<file path="src/rtl/agex_br_resolve.sv">
// AGEX branch resolution: registered FE outcome bus, redirect-driven squash window.
// Optional perf counters are built when BR_PERF_CNT_EN is defined.
//
// state  | meaning
// IDLE   | AGEX instructions are live
// SQUASH | squash_cnt != 0, AGEX instruction is wrong-path and killed
module agex_br_resolve #(
    parameter int SQUASH_DEPTH = 2,
    parameter int PHT_IDX_BITS = 8
) (
    input  logic                      clk,
    input  logic                      reset,
    input  logic                      valid_AGEX,
    input  logic                      is_cond_AGEX,
    input  logic                      is_jal_AGEX,
    input  logic                      is_jalr_AGEX,
    input  logic [2:0]                br_cond_AGEX,
    input  logic [31:0]               rs1_val_AGEX,
    input  logic [31:0]               rs2_val_AGEX,
    input  logic [31:0]               imm_AGEX,
    input  logic [31:0]               PC_AGEX_in,
    input  logic [31:0]               pcplus_AGEX_in,
    input  logic [31:0]               pred_pc_AGEX,
    input  logic [PHT_IDX_BITS-1:0]   pht_idx_AGEX,
    output logic [98+PHT_IDX_BITS:0]  from_AGEX_to_FE,
    output logic                      squash_AGEX,
    output logic [31:0]               br_cnt,
    output logic [31:0]               mispred_cnt
);

    localparam int BUS_W = 99 + PHT_IDX_BITS;
    localparam int CNT_W = $clog2(SQUASH_DEPTH + 1);

    typedef enum logic {IDLE, SQUASH} state_t;

    state_t             state_q, state_d;
    logic [CNT_W-1:0]   squash_cnt_q, squash_cnt_d;
    logic [BUS_W-1:0]   fe_bus_q, fe_bus_d;

    logic        live, ctrl, cond_true, taken, mispred, is_br, resolve;
    logic [31:0] target, actual_next;

    always_comb begin
        live = valid_AGEX && (squash_cnt_q == '0);
        ctrl = is_cond_AGEX | is_jal_AGEX | is_jalr_AGEX;

        case (br_cond_AGEX)
            3'b000:  cond_true = (rs1_val_AGEX == rs2_val_AGEX);
            3'b001:  cond_true = (rs1_val_AGEX != rs2_val_AGEX);
            3'b100:  cond_true = ($signed(rs1_val_AGEX) <  $signed(rs2_val_AGEX));
            3'b101:  cond_true = ($signed(rs1_val_AGEX) >= $signed(rs2_val_AGEX));
            3'b110:  cond_true = (rs1_val_AGEX <  rs2_val_AGEX);
            3'b111:  cond_true = (rs1_val_AGEX >= rs2_val_AGEX);
            default: cond_true = 1'b0;
        endcase

        taken  = is_jal_AGEX | is_jalr_AGEX | (is_cond_AGEX & cond_true);
        target = is_jalr_AGEX ? ((rs1_val_AGEX + imm_AGEX) & ~32'h1)
                              : (PC_AGEX_in + imm_AGEX);
        actual_next = taken ? target : pcplus_AGEX_in;

        mispred = live && (actual_next != pred_pc_AGEX);
        is_br   = live && ctrl;
        resolve = is_br || mispred;

        // An alias redirect carries no control-flow target; FE takes pcplus.
        if (resolve)
            fe_bus_d = {is_br, mispred, taken, (ctrl ? target : 32'h0),
                        pcplus_AGEX_in, PC_AGEX_in, pht_idx_AGEX};
        else
            fe_bus_d = '0;

        if (mispred)
            squash_cnt_d = CNT_W'(SQUASH_DEPTH);
        else if (squash_cnt_q != '0)
            squash_cnt_d = squash_cnt_q - 1'b1;
        else
            squash_cnt_d = squash_cnt_q;

        state_d = (squash_cnt_d != '0) ? SQUASH : IDLE;
    end

    always_ff @(posedge clk) begin
        if (reset) begin
            state_q      <= IDLE;
            squash_cnt_q <= '0;
            fe_bus_q     <= '0;
        end else begin
            state_q      <= state_d;
            squash_cnt_q <= squash_cnt_d;
            fe_bus_q     <= fe_bus_d;
        end
    end

    assign from_AGEX_to_FE = fe_bus_q;
    assign squash_AGEX     = (state_q == SQUASH);

`ifdef BR_PERF_CNT_EN
    logic [31:0] br_cnt_q, br_cnt_d;
    logic [31:0] mispred_cnt_q, mispred_cnt_d;

    // Counters advance on the same edge that registers the FE fields.
    always_comb begin
        br_cnt_d      = br_cnt_q + {31'h0, is_br};
        mispred_cnt_d = mispred_cnt_q + {31'h0, mispred};
    end

    always_ff @(posedge clk) begin
        if (reset) begin
            br_cnt_q      <= '0;
            mispred_cnt_q <= '0;
        end else begin
            br_cnt_q      <= br_cnt_d;
            mispred_cnt_q <= mispred_cnt_d;
        end
    end

    assign br_cnt      = br_cnt_q;
    assign mispred_cnt = mispred_cnt_q;
`else
    assign br_cnt      = 32'h0;
    assign mispred_cnt = 32'h0;
`endif

endmodule

</file>
<file path="config.mk">
export PLATFORM = sky130hd
export DESIGN_NAME = agex_br_resolve
export DESIGN_NICKNAME = d
export VERILOG_FILES = /design/src/rtl/agex_br_resolve.sv
export SDC_FILE = /design/constraint.sdc
export NUM_CORES = 1
export LEC_CHECK = 0
export CORE_MARGIN = 2
export CORE_UTILIZATION = 40
export DETAILED_ROUTE_END_ITERATION = 6
export GPL_TIMING_DRIVEN = 0
export MAX_ROUTING_LAYER = met4
export PLACE_DENSITY = 0.77
export SETUP_SLACK_MARGIN = 0.05
export SLEW_MARGIN = 5
export SYNTH_ARGS = -nofsm -noshare
export SYNTH_HDL_FRONTEND = slang
export SYNTH_SLANG_ARGS = --single-unit
</file>
<file path="constraint.sdc">
create_clock -name clk -period 4.3 [get_ports clk]
set_input_delay 0.86 -clock clk [delete_from_list [all_inputs] [get_ports clk]]
set_output_delay 0.86 -clock clk [all_outputs]
set_load 0.02 [all_outputs]
</file>
==> summary.txt <==
IO Count - 381
PD cells - 251.6 nW/µm²
Final cell count without fillers - 1908
Final setup viols - 75
Sw Share - 38.87%
Multiplexer area fraction after synthesis - 3.264%
Synth async-reset ratio - 0%
Seq cells post-synth - 110
Skew final - 0.01046 ns
Initial Util - 40.50%
Port-buffer cells - 315
Die height - 154.7 µm
EDFF count, synth - 0
Total CTS buffers - 9
Clock power share - 24.1%
Final slew viol count - 0
Cell Int Power - 2.325 mW
Critical Path Fanout Max - 6
Die width - 154.7 µm
Post-layout util - 67.39%
Compound-Gate Fraction of Synth Area - 21.29%
Pre-CTS setup slack - -1.825 ns
Worst setup EP type - flip-flop
Largest family of logic cells by synthesized area - compound AO/OA/AOI/OAI gates
Status - finished, violations left
Period utilization - 104.1%
Synthesized area - 9085 µm²
Fmax - 0.2233 GHz
Initial antenna violation count - 4
Seq/Total Area, Yosys - 24.24%
Sequential Power Share - 28.5%
Drt pass-1 iters - 5
Vias in the first global route - 9965
Synth-to-layout area growth - 66.41%
Failing checks - setup timing
Setup WS post-layout - -0.1774 ns
Leak - 6.385 nW
Simple-gate portion of the synthesized area - 19.47%
WL per Instance - 19.80 µm
Worst slew pin tran - 0.8876 ns
CTS Buffer Depth - 2
Worst hold path type - reg -> reg
Psw - 1.478 mW
Ys flop type - dfxtp_1
Final nets - 1918
Fraction of layout cells with a size suffix above 1 - 24.40%
Worst Setup Start Kind - input pin
Clk Tree Root Cell - clkbuf_16
Critical Path RT - 4.54 ns
Metal-1 WL - 15100 µm
Syn_area_per_cell - 7.805 µm²
Clock Latency Late Sink - 0.37 ns
First-pass GRT wire length - 55150 µm
Largest net degree at the start of global routing - 23
DRC errors left - 0
Max cap viols - 0
Cell Count Post-Placement - 1828
Top sig layer - met4
Final GP Congestion - 0.9651
RSZ-0062 raised after global routing - yes
Clk pin slew, worst setup/hold paths - 0.09 ns
Overall power - 3.804 mW
Final-report hold violation count - 0
Post-Route WL - 37770 µm
Core Footprint - 22430 µm²
Adder-Cell Fraction of Synth Area - 13.25%
Netlist cell types - 70
Share of total power in combinational logic - 47.3%
Syn Inst Count - 1164
1st-iter DRT viols - 648
Area after DPL - 12890 µm²
Final Cell Area - 15120 µm²
Via density - 5.401
Post-route ant nets - 0
Clock H-tree levels - 3
Row Count - 55
Total congestion overflow - 0
Slew margin rel. - 40.83%
Critical path class - in -> reg
Synth Warn # - 0
DIE AREA - 23930 µm²
Routed vias - 10310
DR WL met3 - 2552 µm
Crit path time final - 4.477 ns
CTS tree - yes
Post-DP HPWL - 29370 µm
Post-synthesis xor/xnor area fraction - 8.745%
All-Layer GR Usage - 30.59%
CTS hold repair buffers - 0
CTS Sinks - 110
CP arrival - 4.72 ns
Max VDD drop - 0.1901 mV
Met2 routed WL - 18630 µm
==> per-layer routing <==
| metal | global-route usage, % | vias up |
|---|---|---|
| li1 | - | 4904 |
| met1 | 35.67 | 4815 |
| met2 | 53.95 | 499 |
| met3 | 4.315 | 87 |
| met4 | 10.49 | 0 |
| met5 | - | - |
==> layout by cell type, fill, tap and decap left out, drive strengths merged, types with 14 or more instances in the layout <==
cell type      instances
a211oi                16
a21o                  27
a21oi                 86
a31oi                 15
and2                  19
buf                  157
clkbuf                41
clkdlybuf4s15         17
clkdlybuf4s50        225
conb                  64
dfxtp                110
dlygate4sd2           37
ha                    93
inv                   54
mux2i                 24
nand2                133
nand4                 21
nor2                 132
nor3                  19
o21a                  14
o21ai                 63
xnor2                 46
xor2                  42
==> layout make-up <==
type                       count  area [µm²]
fill                        1812        7316
tap                          285       356.6
inverter                      52       195.2
clock inverter                 7       86.33
sequential                   110        2202
buffer                        93       681.9
timing repair buffer         385        3755
clock buffer                   9       225.2
antenna                        4       10.01
multi-input combinational    963        7606
==> synth_stat cells (all sizes together) (24+ instances only) <==
library cell / instances / area, µm²
dfxtp: 110 / 2202
ha: 93 / 1164
a21oi: 86 / 430.4
nor2: 132 / 495.5
xnor2: 46 / 402.9
buf: 76 / 588.1
a21o: 27 / 202.7
clkbuf: 26 / 97.59
mux2i: 24 / 240.2
nand2: 133 / 499.2
o21ai: 63 / 315.3
inv: 51 / 191.4
xor2: 42 / 367.9
==> state kept, by name, indices dropped and copies added, names as in the netlist <==
signal           cells
squash_AGEX          1
squash_cnt_q         2
from_AGEX_to_FE    107
==> power groups by stage <==
stage / registers (mW) / logic [mW] / clock network, mW
2_1_floorplan: 1.17 / 0.842 / 0
3_3_place_gp: 1.11 / 1.49 / 0
3_5_place_dp: 1.11 / 1.50 / 0
4_1_cts: 1.09 / 1.69 / 0.917
5_1_grt: 1.09 / 1.92 / 0.952
6_report: 1.09 / 1.80 / 0.918
==> per-stage QoR <==
step | TNS (ns) | hold slack [ns]
2_1_floorplan | -3.860 | 0.4214
3_3_place_gp | -152.72 | 0.4353
3_5_place_dp | -133.48 | 0.4579
4_1_cts | 0 | 0.4788
5_1_grt | -17.18 | 0.4961
6_report | -10.82 | 0.4789
==> logic make-up after synthesis <==
family	after synthesis
compound gates	300
xor+xnor	89
fa+ha+maj	95
buf+inv	154
flops	110
mux	29
other cells	1
simple gates	386
==> critical path: stages <==
cell,delay [ns]
clkdlybuf4s15_1,0.17
inv_2,0.04
ha_4,0.25
nand4_1,0.16
buf_4,0.19
nor4_4,0.25
buf_4,0.21
o31ai_4,0.11
a211o_1,0.35
a31o_1,0.26
buf_6,0.14
buf_12,0.12
buf_6,0.11
mux2i_2,0.18
xor2_1,0.18
o2111a_1,0.25
o2111ai_2,0.14
nor3_4,0.30
buf_6,0.21
buf_8,0.15
nor3_2,0.05
==> final timing paths <==
path	startpoint	to	slack, ns	cells past startpoint
setup / recovery	rs2_val_AGEX[29]	from_AGEX_to_FE[49]	-0.18	21
setup reg to reg	squash_cnt_q[1]	from_AGEX_to_FE[88]	1.86	6
hold / removal	squash_cnt_q[0]	squash_cnt_q[0]	0.48	1
hold reg to reg	squash_cnt_q[0]	squash_cnt_q[0]	0.48	1
==> timing repair <==
action	in CTS	in global routing
resized for setup	327	127
setup endpoints to repair	75	75
cloned	3	4
setup buffers	43	19
pin swaps	65	51
(Power assumes the default switching activity.)
